`config.mk`:
```
export PLATFORM = sky130hd
export DESIGN_NAME = uart_rx_flat
export DESIGN_NICKNAME = d
export VERILOG_FILES = /design/src/rtl/uart_rx_if.sv /design/src/rtl/uart_rx.sv /design/src/flat_wrapper.sv
export SDC_FILE = /design/constraint.sdc
export NUM_CORES = 1
export LEC_CHECK = 0
export CAP_MARGIN = 20
export CELL_PAD_IN_SITES_DETAIL_PLACEMENT = 0
export CELL_PAD_IN_SITES_GLOBAL_PLACEMENT = 2
export CORE_ASPECT_RATIO = 0.6
export CORE_UTILIZATION = 42
export CTS_CLUSTER_SIZE = 8
export DETAILED_ROUTE_END_ITERATION = 8
export DONT_BUFFER_PORTS = 1
export GPL_TIMING_DRIVEN = 0
export PLACE_DENSITY = 0.78
export SLEW_MARGIN = 20
export SYNTH_ARGS = -nofsm -noshare
export SYNTH_HDL_FRONTEND = slang
export SYNTH_SLANG_ARGS = --single-unit
export TNS_END_PERCENT = 10
```
`constraint.sdc`:
```
create_clock -name sys_clk -period 3.6 [get_ports sys_clk]
set_input_delay 0.72 -clock sys_clk [delete_from_list [all_inputs] [get_ports sys_clk]]
set_output_delay 0.72 -clock sys_clk [all_outputs]
set_load 0.005 [all_outputs]
```
`src/rtl/uart_rx_if.sv`:
```
// uart_rx_if: serial line in and received-byte / framing-status outputs of uart_rx.
interface uart_rx_if;
  logic       rx;
  logic [7:0] po_data;
  logic       po_flag;
  logic       frame_err;
  modport master (input rx, output po_data, po_flag, frame_err);
  modport slave (output rx, input po_data, po_flag, frame_err);
endinterface

```
`src/rtl/uart_rx.sv`:
```
// uart_rx: 8N1 UART receiver, mid-bit sampling, data-valid and framing-error pulses.
// Define UART_RX_MAJORITY_EN for 3-sample majority voting around mid-bit.
module uart_rx #(
  parameter int UART_BPS = 9600,
  parameter int CLK_FREQ = 50_000_000
) (
  input logic       sys_clk,
  input logic       sys_rst_n,
  uart_rx_if.master bus
);
  localparam int BAUD_CNT_MAX = CLK_FREQ / UART_BPS;
  localparam int HALF = BAUD_CNT_MAX / 2 - 1;
  localparam int CW = BAUD_CNT_MAX > 1 ? $clog2(BAUD_CNT_MAX) : 1;
  localparam logic [CW-1:0] CNT_LAST = CW'(BAUD_CNT_MAX - 1);
  typedef enum logic [1:0] {IDLE, START, DATA, STOP} state_t;
  state_t        state, state_nxt;
  logic [CW-1:0] baud_cnt;
  logic [2:0]    bit_cnt;
  logic [7:0]    shift;
  logic          rx_s1, rx_s2, rx_s3;
  logic          armed;
  logic [1:0]    fill;
  logic          strobe, bit_v, flag_nxt, err_nxt;
`ifdef UART_RX_MAJORITY_EN
  localparam logic [CW-1:0] SMP_A = CW'(HALF - 1);
  localparam logic [CW-1:0] SMP_B = CW'(HALF);
  localparam logic [CW-1:0] SMP_C = CW'(HALF + 1);
  logic m0, m1;
  assign strobe = baud_cnt == SMP_C;
  assign bit_v  = (m0 & m1) | (m0 & rx_s2) | (m1 & rx_s2);
  always_ff @(posedge sys_clk) begin
    if (!sys_rst_n) begin
      m0 <= 1'b1;
      m1 <= 1'b1;
    end else begin
      if (baud_cnt == SMP_A) m0 <= rx_s2;
      if (baud_cnt == SMP_B) m1 <= rx_s2;
    end
  end
`else
  localparam logic [CW-1:0] SMP = CW'(HALF);
  assign strobe = baud_cnt == SMP;
  assign bit_v  = rx_s2;
`endif
  always_comb begin
    state_nxt = state;
    flag_nxt  = 1'b0;
    err_nxt   = 1'b0;
    unique case (state)
      IDLE:  state_nxt = (armed && rx_s3 && !rx_s2) ? START : IDLE;
      START: state_nxt = strobe ? (bit_v ? IDLE : DATA) : START;
      DATA:  state_nxt = (strobe && bit_cnt == 3'd7) ? STOP : DATA;
      STOP: begin
        state_nxt = strobe ? IDLE : STOP;
        flag_nxt  = strobe && bit_v;
        err_nxt   = strobe && !bit_v;
      end
      default: state_nxt = IDLE;
    endcase
  end
  // fill keeps armed off until rx_s2 carries a real line sample rather than its reset value
  always_ff @(posedge sys_clk) begin
    if (!sys_rst_n) begin
      state         <= IDLE;
      baud_cnt      <= '0;
      bit_cnt       <= '0;
      shift         <= '0;
      rx_s1         <= 1'b1;
      rx_s2         <= 1'b1;
      rx_s3         <= 1'b1;
      armed         <= 1'b0;
      fill          <= '0;
      bus.po_data   <= '0;
      bus.po_flag   <= 1'b0;
      bus.frame_err <= 1'b0;
    end else begin
      rx_s1         <= bus.rx;
      rx_s2         <= rx_s1;
      rx_s3         <= rx_s2;
      fill          <= {fill[0], 1'b1};
      armed         <= armed | (&fill & rx_s2);
      state         <= state_nxt;
      baud_cnt      <= (state == IDLE || baud_cnt == CNT_LAST) ? '0 : baud_cnt + 1'b1;
      bus.po_flag   <= flag_nxt;
      bus.frame_err <= err_nxt;
      if (flag_nxt) bus.po_data <= shift;
      if (state == START && strobe) bit_cnt <= '0;
      if (state == DATA && strobe) begin
        shift   <= {bit_v, shift[7:1]};
        bit_cnt <= bit_cnt + 1'b1;
      end
    end
  end
endmodule
```
`src/flat_wrapper.sv`:
```
// flat-port wrapper written by rule: the top's interface ports become plain ports
module uart_rx_flat 
#(
  parameter int UART_BPS = 9600,
  parameter int CLK_FREQ = 50_000_000
)
  (sys_clk, sys_rst_n, bus_rx, bus_po_data, bus_po_flag, bus_frame_err);
  uart_rx_if bus_i ();
  input logic sys_clk;
  input logic sys_rst_n;
  input wire logic [$bits(bus_i.rx)-1:0] bus_rx;
  output wire logic [$bits(bus_i.po_data)-1:0] bus_po_data;
  output wire logic [$bits(bus_i.po_flag)-1:0] bus_po_flag;
  output wire logic [$bits(bus_i.frame_err)-1:0] bus_frame_err;
  assign bus_i.rx = bus_rx;
  assign bus_po_data = bus_i.po_data;
  assign bus_po_flag = bus_i.po_flag;
  assign bus_frame_err = bus_i.frame_err;
  uart_rx #(.UART_BPS(UART_BPS), .CLK_FREQ(CLK_FREQ)) u_core (.sys_clk(sys_clk), .sys_rst_n(sys_rst_n), .bus(bus_i));
endmodule
```
==> results of run 1 <==
## through the flow
step / setup WS [ps] / hold WS [ps] / cell area [sq um] / power, mW / utilization (%)
global placement: 1760 / 392 / 1770 / 0.491 / 46.7
global route: 1630 / 432 / 1860 / 0.827 / 49.2
CTS: 1800 / 425 / 1860 / 0.803 / 49.2
floorplan: 1990 / 386 / 1710 / 0.487 / -
finish: 1800 / 421 / 1860 / 0.792 / 49.2
detailed placement: 1720 / 404 / 1770 / 0.491 / 46.7
## flip-flops by register name, summed over array words and instances, names as in the netlist, 2 cells and up
register and flops:
u_core.bit_cnt 3, u_core.bus.po_data 8, u_core.state 2, u_core.shift 8, u_core.baud_cnt 13, u_core.fill 2
## cell families (layout without fill, tap and decap cells)
group                    Yosys count  in the layout  synth area share, %
AO/OA/AOI/OAI                     14             14                 5.05
XOR/XNOR                          10             10                 5.12
adder cells (fa/ha/maj)            3              3                 2.20
buffers and inverters             11             19                 2.71
flip-flops                        42             42                 49.2
multiplexers                      16             16                 9.37
AND/OR/NAND/NOR                   80             80                 26.4
## layout make-up
class                      instances  area [sq um]  area share, %
clock inverter                     2          12.5          0.672
clock buffer                       6          82.6           4.43
inverter                           3          11.3          0.604
sequential                        42           841           45.1
multi-input combinational        123           822           44.1
tap                               47          58.8           3.16
buffer                             8          35.0           1.88
## worst min path at each step
stage                             from        endpoint  slack (ps)  cells past startpoint
after floorplan           u_core.rx_s1    u_core.bit_v         390                      1
after global placement    u_core.rx_s1    u_core.bit_v         390                      1
after detailed placement  u_core.rx_s1    u_core.bit_v         400                      1
after CTS                 u_core.rx_s1    u_core.bit_v         420                      1
after global routing         sys_rst_n  u_core.fill[0]         430                      0
final                     u_core.rx_s1    u_core.bit_v         420                      1
## per-layer routing
layer	global-route usage [%]	wire, microns	vias to the layer above
li1	-	-	636
met1	25.4	1940	562
met2	19.7	1140	13
met3	5.82	138	2
met4	5.93	14	0
met5	0	0	-
## power breakdown
| part | total (mW) | internal [mW] | switching [mW] |
|---|---|---|---|
| Sequential | 0.469 | 0.467 | 0.00158 |
| Combinational | 0.0109 | 0.00300 | 0.00791 |
| Clock | 0.312 | 0.154 | 0.158 |
| Total | 0.792 | 0.625 | 0.168 |
## cells in the final DEF, fill, tap and decap left out, drive strengths merged, types with 4 or more instances in the layout
cell type / n
nor2: 33
clkbuf: 12
o21ai: 5
xor2: 7
dfxtp: 42
nand3: 10
mux2i: 16
nand4: 9
nand2: 4
a31oi: 5
and3: 4
## worst max-delay path, delay by kind of cell, from the launching register on
family / cells / cell delay [ps]
AOI/OAI and AO/OA: 1 / 160
adders and majority gates: 1 / 290
DFF: 1 / 370
and+or+nand+nor: 3 / 900
==> summary.txt, run 1 <==
Clocking
  • Setup bufs post-CTS: 0
  • Cts hold-fix bufs: 0
  • Cts bufs inserted: 5
  • Worst-Skew Late Latency: 290 ps
  • Longest Clk Path Bufs: 2
  • Post-cts resize count: 0
  • CTS tree: done
  • Clk root buf: clkbuf_8
  • H-tree level count: 2
  • Clock Pin Slew Worst Setup and Hold Paths: 80 ps
  • Clock sinks: 42

Setup path
  • Slowest stage cell, crit path: or4_1
  • WS Path Type: flop to flop
  • Worst Setup End Kind: flop
  • Worst R2R Path Depth: 5
  • CP startpoint: u_core.baud_cnt[0]
  • R2R Path Start: u_core.baud_cnt[0]
  • Critical Path Sink: u_core.bit_cnt[0]
  • Critical Path, Cell by Cell: ha_1 > and4bb_2 > nand3_2 > or4_1 > a31oi_1
  • FF-to-FF setup slack: 1800 ps
  • Critical Path Start Type: flop
  • CP max FO: 7
  • CP Data Required Time: 3820 ps
  • CP peak stage delay: 420 ps
  • CP arrival: 2020 ps
  • Capture point of the worst reg-to-reg path: u_core.bit_cnt[0]

Global route
  • Vias in the first global route: 1,040
  • Overall routing resource usage: 16.4%
  • Largest net degree at the start of global routing: 14
  • First-pass GRT wire length: 5250 microns
  • Gr ovfl total: 0
  • Initial antenna violation count: 0

Synth
  • Fraction of registers with async set/reset: 0%
  • Yosys warns: 0
  • List of most frequent post-synthesis cells: dfxtp_1, nor2_1, mux2i_1
  • Yosys top cell area share: 49.2%
  • Post-synth net total: 182
  • Register bit count reported by yosys: 42
  • Post-synth EDFFs: 0
  • Synth Instances: 176
  • Most used DFF post-synth: dfxtp_1
  • Dominant cell type by area after synthesis: dfxtp_1
  • Post-Syn Area per Cell: 9.71 sq um
  • Synth Cell Area: 1710 sq um
  • Synth cell types: 33
  • Area contributors post-synth: dfxtp_1, mux2i_1, nor2_1
  • Post-synthesis sequential area ratio: 49.2%
  • Top-count cell post-synth: dfxtp_1

Routing
  • DR DRC count: 2
  • DR pass1 iterations: 6
  • Drt initial violations: 40
  • Vias: 1,213
  • Antenna viol nets, final: 0
  • Via-per-instance ratio: 5.25
  • DRT Wirelength: 3230 microns
  • DR WL/cell: 14.0 microns

Final layout
  • Area Growth Syn to Fin: 9.00%
  • Fillers: 363
  • Layout Cells excl Fill: 231
  • Ant. Diodes: 0
  • Share of post-route cells with drive strength above 1: 8.70%
  • Final net count: 189

Floorplan
  • Die width: 84.4 microns
  • Ports: 13
  • Placeable Area: 3790 sq um
  • Rows: 17
  • Die ar.: 4340 sq um
  • Die Y: 51.4 microns
  • Initial Util: 45.1%

Timing
  • Max Freq: 555 MHz
  • Slew margin rel.: 67.6%
  • Unrepaired setup endpoints after global routing: no
  • Final setup viols: 0
  • Final Cycle Share: 50.0%
  • Tmin final: 1800 ps
  • Sum Neg Setup Slack: 0 ps
  • Fin Clk Skew: 5.34 ps
  • Worst Max-Slew Pin Slew: 486 ps
  • Fin. Hold Viols: 0
  • Slew Limit Fails: 0

Pwr
  • Max rail drop VDD: 0.241 mV
  • Leak Pwr: 0.757 nW
  • P per Cell Area: 425 nW/um^2

Hold path
  • Min-Delay Path Class: flop to flop

Job
  • Max cap viols: 0

Placement
  • DP Cell Count: 223
  • Port-buffer cells: 0
  • Hpwl dp: 2390 microns
  • GP Congestion: 0.749

Outcome
  • Failing checks: design-rule violations
  • Status: finished, violations left
Power figures use the tool's default switching activity.
==> run 2, diff against run 1 <==
- CORE_UTILIZATION: 42 -> 39
- PLACE_DENSITY: 0.78 -> 0.73
- clock period: 3.6 -> 1.9 ns (I/O delays scaled with it)
==> summary.txt, run 2 (synthesis results as in run 1) <==
Setup path
  • CP arrival: 1910 ps (-110 ps)
  • Most Frequent Cell on Critical Path: clkbuf_1
  • Top cell family by delay on the critical path: compound AO/OA/AOI/OAI gates
  • Slowest stage cell, crit path: o21ai_0
  • CP max FO: 10 (+3)
  • Sum of buffers and inverters on the critical path: 2 (+2)
  • Critical Path, Cell by Cell: clkbuf_1 > o21ai_0 > a41o_1 > clkbuf_1 > nor2_1
  • Worst Setup End Kind: flop
  • CP Data Required Time: 2060 ps (-1760 ps)
  • CP peak stage delay: 430 ps (about the same)
  • WS Path Type: flop to flop
  • Critical Path Start Type: flop

Floorplan
  • Initial Util: 41.2% (-3.9 points)
  • Rows: 18 (+1)
  • Die ar.: 4660 sq um (+7.5%)
  • Die Y: 53.3 microns (+3.6%)
  • Ports: 13 (unchanged)
  • Die width: 87.5 microns (+3.7%)
  • Placeable Area: 4140 sq um (+9.5%)

Routing
  • Drt initial violations: 65 (+63%)
  • Vias: 1,246 (+2.7%)
  • Antenna viol nets, final: 0 (unchanged)
  • DRT Wirelength: 3300 microns (+2.1%)
  • DR WL/cell: 13.5 microns (-3.7%)
  • DR pass1 iterations: 4 (-2)
  • DR DRC count: 0 (-2)
  • Via-per-instance ratio: 5.09 (-3.1%)

Global route
  • First-pass GRT wire length: 5260 microns (+0.13%)
  • Overall routing resource usage: 15.5% (-0.85 points)
  • Initial antenna violation count: 1 (+1)
  • Largest net degree at the start of global routing: 15 (+1)
  • Gr ovfl total: 0 (unchanged)
  • Vias in the first global route: 1,051 (+1.1%)

Timing
  • Unrepaired setup endpoints after global routing: no
  • Max Freq: 572 MHz (+2.9%)
  • Fin Clk Skew: 6.75 ps (+1.40 ps)
  • Tmin final: 1750 ps (-51.5 ps)
  • Worst Max-Slew Pin Slew: 540 ps (+53.1 ps)
  • Slew Limit Fails: 0 (unchanged)
  • Final setup viols: 0 (unchanged)
  • Slew margin rel.: 64.0% (-3.5 points)
  • Final Cycle Share: 92.1% (+42 points)
  • Fin. Hold Viols: 0 (unchanged)
  • Sum Neg Setup Slack: 0 ps (unchanged)

Placement
  • Hpwl dp: 2420 microns (+1.2%)
  • Port-buffer cells: 0 (unchanged)
  • GP Congestion: 0.723 (-3.4%)

Final layout
  • Fillers: 420 (+16%)
  • Final net count: 189 (unchanged)
  • Commonest non-fill, non-tap cells in the layout: dfxtp_1, nor2_1, mux2i_1
  • Biggest regs: u_core.baud_cnt: 13 flops, u_core.bus.po_data: 8 flops, u_core.shift: 8 flops
  • Most flop-heavy register: u_core.baud_cnt
  • Area Growth Syn to Fin: 13.4%
  • Max reg flops: 13 (unchanged)
  • Most common library cell in the layout ignoring fill and taps: dfxtp_1
  • Share of post-route cells with drive strength above 1: 9.78% (+1.1 points)

Clocking
  • Clk root buf: clkbuf_8
  • Worst-Skew Late Latency: 290 ps (about the same)
  • CTS tree: done
  • Post-cts resize count: 0 (unchanged)
  • Clock sinks: 42 (unchanged)
  • Cts bufs inserted: 5 (unchanged)
  • Clock Pin Slew Worst Setup and Hold Paths: 80 ps (about the same)
  • H-tree level count: 2 (unchanged)
  • Setup bufs post-CTS: 0 (unchanged)
  • Longest Clk Path Bufs: 2 (unchanged)
  • Cts hold-fix bufs: 0 (unchanged)

Pwr
  • Max rail drop VDD: 0.413 mV (+71%)
  • P per Cell Area: 901 nW/um^2 (+110%)
  • Leak Pwr: 0.776 nW (+2.5%)
  • PnR Total Power: 1.75 mW (+120%)

Hold path
  • Min-Delay Path Class: primary input to flop

Job
  • Max cap viols: 0 (unchanged)

Outcome
  • Status: completed
run 2: cell type report:
| cell class | count | area [sq um] | share of cell area [%] |
|---|---|---|---|
| Multi-Input combinational cell | 123 | 835 | 43.1 |
| Buffer | 8 | 35.0 | 1.81 |
| Clock inverter | 3 | 68.8 | 3.55 |
| Inverter | 3 | 11.3 | 0.581 |
| Tap cell | 60 | 75.1 | 3.87 |
| Sequential cell | 42 | 842 | 43.4 |
| Clock buffer | 5 | 68.8 | 3.55 |
| Antenna cell | 1 | 2.50 | 0.129 |
run 2: routing by layer:
| layer | track usage, % | part of all wire [%] | vias up |
|---|---|---|---|
| met2 | 20.1 | 39 | 23 |
| li1 | - | - | 635 |
| met1 | 22.9 | 55 | 583 |
| met4 | 4.92 | 0.88 | 0 |
| met3 | 5.77 | 5.5 | 5 |
| met5 | 0 | 0 | - |
run 2: per-stage QoR:
stage	util [%]	hold WS (ps)	cells	setup slack, ps	cell area, sq um
2_1_floorplan	-	386	176	295	1710
4_1_cts	46.4	103	244	47.8	1920
5_1_grt	46.8	92.0	245	19.7	1940
6_report	46.8	112	245	151	1940
3_3_place_gp	43.1	393	236	131	1780
3_5_place_dp	43.1	408	236	68.3	1780
run 2: path summary, 6_finish.rpt:
check | start | to | slack (ps) | cells after the start
max reg2reg | u_core.state[0] | u_core.baud_cnt[3] | 150 | 5
min | sys_rst_n | u_core.fill[0] | 110 | 0
max | u_core.state[0] | u_core.baud_cnt[3] | 150 | 5
min reg2reg | u_core.rx_s1 | u_core.bit_v | 440 | 1
run 2: where the power goes:
part / internal (mW) / switching [mW]
logic: 0.00573 / 0.0154
registers: 0.886 / 0.00384
clock network: 0.526 / 0.310
total: 1.42 / 0.329
